$ cat config.mk
export PLATFORM = sky130hd
export DESIGN_NAME = adder_tree_stream
export DESIGN_NICKNAME = d
export VERILOG_FILES = /design/src/rtl/adder_tree_stream.sv
export SDC_FILE = /design/constraint.sdc
export NUM_CORES = 1
export LEC_CHECK = 0
export CORE_UTILIZATION = 61
export DETAILED_ROUTE_END_ITERATION = 16
export GPL_ROUTABILITY_DRIVEN = 0
export PLACE_DENSITY = 0.86
export SETUP_SLACK_MARGIN = 0.4
export SYNTH_ARGS = -nofsm -noshare
export SYNTH_HDL_FRONTEND = slang
export SYNTH_SLANG_ARGS = --single-unit
$ cat constraint.sdc
create_clock -name clk -period 5.2 [get_ports clk]
set_clock_uncertainty 0.1 [all_clocks]
set_input_delay 1.04 -clock clk [delete_from_list [all_inputs] [get_ports clk]]
set_output_delay 1.04 -clock clk [all_outputs]
set_load 0.05 [all_outputs]
$ cat src/rtl/adder_tree_stream.sv
// adder_tree_stream: pipelined adder tree summing N=2**(LAYER_NUM-1) lanes with valid/ready flow control
// Ports: clk, rst_n (async active-low); din_valid/din_ready/adder_din (N lanes of MIN_ADDER_WIDTH);
//        dout_valid/dout_ready/adder_dout (LAYER_NUM+MIN_ADDER_WIDTH bits, 0 when not valid).
// Option: define ADDER_TREE_ACC_EN to add din_last and a frame accumulator after the tree.
module adder_tree_stream #(
  parameter int LAYER_NUM       = 4,
  parameter int MIN_ADDER_WIDTH = 8,
  parameter int SIGNED          = 0
) (
  input  logic                                           clk,
  input  logic                                           rst_n,
`ifdef ADDER_TREE_ACC_EN
  input  logic                                           din_last,
`endif
  input  logic                                           din_valid,
  output logic                                           din_ready,
  input  logic [(2**(LAYER_NUM-1))*MIN_ADDER_WIDTH-1:0]  adder_din,
  output logic                                           dout_valid,
  input  logic                                           dout_ready,
  output logic [LAYER_NUM+MIN_ADDER_WIDTH-1:0]           adder_dout
);
  localparam int N  = 2**(LAYER_NUM-1);
  localparam int MW = MIN_ADDER_WIDTH;
  localparam int OW = LAYER_NUM+MIN_ADDER_WIDTH;
  logic                 en;
  logic [LAYER_NUM-1:0] v;
  logic [OW-1:0]        sum_x;
  assign en        = !dout_valid || dout_ready;
  assign din_ready = en;
  // layer 0 registers the raw lanes; layer k holds N>>k partial sums of width MW+k
  for (genvar k = 0; k < LAYER_NUM; k++) begin : g
    logic [MW+k-1:0] d [N>>k];
    if (k == 0) begin : in_l
      always_ff @(posedge clk or negedge rst_n)
        if (!rst_n) for (int j = 0; j < N; j++) d[j] <= '0;
        else if (en) for (int j = 0; j < N; j++) d[j] <= adder_din[j*MW +: MW];
    end else begin : add_l
      always_ff @(posedge clk or negedge rst_n)
        if (!rst_n) for (int j = 0; j < (N>>k); j++) d[j] <= '0;
        else if (en)
          for (int j = 0; j < (N>>k); j++)
            d[j] <= {(SIGNED != 0) && g[k-1].d[2*j][MW+k-2], g[k-1].d[2*j]}
                  + {(SIGNED != 0) && g[k-1].d[2*j+1][MW+k-2], g[k-1].d[2*j+1]};
    end
  end
  always_ff @(posedge clk or negedge rst_n)
    if (!rst_n) v <= '0;
    else if (en) v <= {v[LAYER_NUM-2:0], din_valid};
  assign sum_x = {(SIGNED != 0) && g[LAYER_NUM-1].d[0][MW+LAYER_NUM-2], g[LAYER_NUM-1].d[0]};
`ifdef ADDER_TREE_ACC_EN
  logic [LAYER_NUM-1:0] lst;
  logic [OW-1:0]        acc, res;
  logic                 rv;
  always_ff @(posedge clk or negedge rst_n)
    if (!rst_n) lst <= '0;
    else if (en) lst <= {lst[LAYER_NUM-2:0], din_last};
  // a beat tagged last publishes the running total and restarts the frame at 0
  always_ff @(posedge clk or negedge rst_n)
    if (!rst_n) begin
      acc <= '0;
      res <= '0;
      rv  <= 1'b0;
    end else if (en) begin
      rv <= v[LAYER_NUM-1] && lst[LAYER_NUM-1];
      if (v[LAYER_NUM-1] && lst[LAYER_NUM-1]) begin
        res <= acc + sum_x;
        acc <= '0;
      end else if (v[LAYER_NUM-1]) acc <= acc + sum_x;
    end
  assign dout_valid = rv;
  assign adder_dout = rv ? res : '0;
`else
  assign dout_valid = v[LAYER_NUM-1];
  assign adder_dout = v[LAYER_NUM-1] ? sum_x : '0;
`endif
endmodule

Word-level counts from Yosys, hierarchy flattened
Index checks and enable logic that the tools add are counted.

word-level totals
  register bits = 135
  logic and storage cells = 26
  output and inout bits = 14

cells by class
  add/sub/neg operators = 7
  muxes and demuxes = 1
  reduce and logical (&&, ||, !) cells = 2

operators with widths
  kind                     count
  adder 8 x 8 -> 9 bit     4
  adder 9 x 9 -> 10 bit    2
  adder 10 x 10 -> 11 bit  1
  2-to-1 mux 11 bit        1
  logical NOT 1 bit        1
  logical OR 1 bit         1

Longest topological paths before layout
  depth after elaboration = 2
  depth in mapped cells = 8

Worst setup path after synthesis
OpenSTA, ideal clock, no wires.

  path kind = input-to-output
  from = input dout_ready
  to = output din_ready
  data arrival time = 2,051 ps
  stages on the path = 4
  path slack = 2,009 ps
  buffers on the path = 2
  cells stage by stage = nor2b_1 inv_1 clkbuf_1 clkbuf_1

between the ends
  word-level cells in the longest chain between the ends = 1

RTL lines
  what                line  text
  start: declaration  19    input logic dout_ready,
  logical OR 1 bit    28    assign en = !dout_valid || dout_ready;
  end: declaration    16    output logic din_ready,

No other way between the ends.

Final worst setup path
Ends and elaborated chain as after synthesis.

==> flow_summary.toml <==
[run_status]
status = "complete, no violations"

[clock_network]
numClockSinks = 135
clockBufferDepth = 2
path_clk_slew_ns = 0.05
ctsHoldBuffers = 0
cts_tree = "yes"
numCtsBuffers = 17
clkLatencyLatePin_ns = 0.42
postCtsSetupBuffers = 0
post_cts.resized_instances = 0
htreeDepth = 4
root_buffer = "clkbuf_16"

[logic_synthesis]
postSynthCellCount = 807
async_flop_share = 1.000
ys_seq_elements = 135
ys_types = 42
synth_edf_count = 0
synth_nets = 942
syn-cell-area_um2 = 7221
avgSynthCellArea_um2 = 8.948
seq_area_frac_synth = 0.4679
ys_warn_count = 0
synthFlopType = "dfrtp_1"

[global_route]
grt_util_met1 = 0.3453
groute.layer.met2.usage = 0.4799
busiest_layer = "met2"
grtUsageMet3 = 0.05194
antenna_found_initial = 0
grt_pass1_vias = 6074
grt_pass1_wl_um = 27710
grt_overflow = 0
track_usage = 0.2779
grt_max_degree = 93

[critical_path]
endpoint_kind = "primary output"
cpMaxStageDelayCell = "clkdlybuf4s50_1"
crit_family = "buffers and inverters"
start_kind = "input port"
critical_path.most_common_cell = "clkdlybuf4s50_1"
cpPeakStageDelay_ns = 0.80
criticalPathCategory = "input port to primary output"
critPathArrivalTime_ns = 2.47
cp.required_ns = 4.06
ff2ff_path_depth = 6
path_buf_inv = 3
worst-path-max-fanout = 2
crit_chain = "clkdlybuf4s50_1, nor2b_4, inv_4, clkdlybuf4s50_1"
cp.depth = 4

[floorplan]
dieArea_um2 = 12280
core_um2 = 11470
ios = 82
initial_core_util = 0.6297
die_x_um = 110.8
rows = 39
die_y_um = 110.8

[route]
first_iter_violations = 324
via_count = 5894
wl_per_cell_um = 15.15
drtAntennaViolNets = 0
drc = 0
routed_wl_um = 15680
firstDrtPassIters = 5
viasPerCell = 5.695

[layout]
syn2layout_area_growth_pct = 20.33
final_core_util = 0.7577
nets = 1015
layout-drive-gt1-share = 0.04148
num_antenna_cells = 0

[sta]
rsz0062_at_grt = "no"
setup_violations = 0
relSlewSlack = 0.4127
worst_pin_slew_ns = 0.8810
fin_crit_ns = 3.605
hold_viol_final = 0
fmax_mhz = 277.4
final_max_slew_viol_count = 0
finalSetupTns_ns = 0
finalCritPeriodShare = 0.6933
postLayoutSetupSlackWorst_ns = 1.595

[flow_run]
max_cap_violations = 0

[place]
port-buffer-count = 80
place_hpwl_um = 10340
place_ws_ns = 1.547

[power]
ir_drop_mv = 0.4431
p_leak_nw = 4.179
p_per_area_nw_per_um2 = 701.1

[min_path]
hp-class = "register to register"
hold_depth = 2
## final timing paths
check	from	end	slack, ns
min reg2reg	g[3].d[0]	g[3].d[0]	0.36
min	g[3].d[0]	g[3].d[0]	0.36
max	dout_ready	din_ready	1.59
max in group asynchronous	rst_n	g[0].d[45]	3.39
max reg2reg	v[3]	g[2].d[18]	2.44
min in group asynchronous	rst_n	v[1]	0.46
## synthesized netlist by cell type (2+ instances only)
| cell type | number | area, um2 |
|---|---|---|
| or4_1 | 2 | 15.01 |
| o21ai_1 | 2 | 10.01 |
| dfrtp_1 | 135 | 3378 |
| ha_1 | 60 | 750.7 |
| nand2b_1 | 8 | 50.05 |
| o31ai_1 | 10 | 75.07 |
| a21o_1 | 10 | 75.07 |
| xnor2_1 | 11 | 96.34 |
| nor3_1 | 3 | 15.01 |
| o21bai_1 | 5 | 37.54 |
| inv_1 | 16 | 60.06 |
| a211oi_1 | 17 | 127.6 |
| a31oi_1 | 4 | 25.02 |
| and2_1 | 12 | 75.07 |
| o21ai_0 | 43 | 215.2 |
| nand2_1 | 272 | 1021 |
| clkbuf_1 | 21 | 78.83 |
| o211ai_1 | 7 | 52.55 |
| buf_2 | 9 | 45.04 |
| fa_1 | 7 | 140.1 |
| o311ai_0 | 4 | 35.03 |
| nor3b_1 | 2 | 15.01 |
| nor2b_1 | 2 | 12.51 |
| o21a_1 | 4 | 30.03 |
| o211a_1 | 4 | 40.04 |
| xor2_1 | 24 | 210.2 |
| a21oi_1 | 47 | 235.2 |
| nor2_1 | 51 | 191.4 |
| a2111oi_0 | 2 | 17.52 |
## flip-flops by register name, indices dropped and copies added, names as in the netlist
signal and count:
g.d 131, v 4
## metrics by stage
step | power (mW) | hold WS, ns | std cells | cell area [um2]
final | 6.092 | 0.3572 | 1035 | 8688
after global routing | 6.569 | 0.3898 | 1035 | 8688
after CTS | 6.072 | 0.3634 | 1035 | 8688
after detailed placement | 4.807 | 0.3517 | 1004 | 8118
after global placement | 4.643 | 0.3427 | 1004 | 8118
after floorplan | 4.077 | 0.3300 | 807 | 7221
## area by class of cell
| type | count | area, um2 |
|---|---|---|
| multi-input cells | 624 | 3655 |
| flip-flops and latches | 135 | 3378 |
| fillers | 768 | 2779 |
| repair buffers | 86 | 843.3 |
| clock buffers | 21 | 440.4 |
| well taps | 143 | 178.9 |
| clock inverters | 10 | 130.1 |
| inverters | 16 | 62.56 |
## cells by family (layout without fill, tap and decap cells)
| group | after synthesis | in the layout | share of synthesized area |
|---|---|---|---|
| other | 1 | 1 | 0.0005193 |
| adders and majority gates | 67 | 67 | 0.1234 |
| xor gates and xnor gates | 35 | 35 | 0.04245 |
| buffers and inverters | 48 | 133 | 0.02703 |
| DFF | 135 | 135 | 0.4679 |
| and+or+nand+nor | 357 | 357 | 0.1974 |
| AOI/OAI and AO/OA | 164 | 164 | 0.1414 |
## power by group
part	internal [mW]	leakage, nW	switching (mW)
clock network	0.746	0.276	0.439
registers	1.51	1.60	0.292
logic	1.30	2.30	1.81
total	3.55	4.18	2.54
## layout by cell type (no fill, tap or decap), types with 3 or more instances in the layout
master / count
nand2_1: 272
dfrtp_1: 135
clkdlybuf4s50_1: 79
ha_1: 60
nor2_1: 51
a21oi_1: 47
o21ai_0: 43
xor2_1: 24
a211oi_1: 17
clkbuf_16: 17
inv_1: 15
and2_1: 12
xnor2_1: 11
o31ai_1: 10
a21o_1: 10
nand2b_1: 8
o211ai_1: 7
fa_1: 7
buf_4: 7
o21bai_1: 5
clkinv_2: 5
o311ai_0: 4
o211a_1: 4
o21a_1: 4
a31oi_1: 4
clkbuf_1: 4
nor3_1: 3
bufinv_16: 3
## worst min-delay path: cells and delay by family (launching register included)
family | cells | cell delay (ns)
and+or+nand+nor | 2 | 0.10
DFF | 1 | 0.33
## routing by layer
layer	wire, um	vias up	share of wire
li1	-	2861	-
met1	6738	2839	0.43
met2	7967	164	0.51
met3	661	30	0.042
met4	315	0	0.020
met5	0	-	0
(Power assumes the default switching activity.)
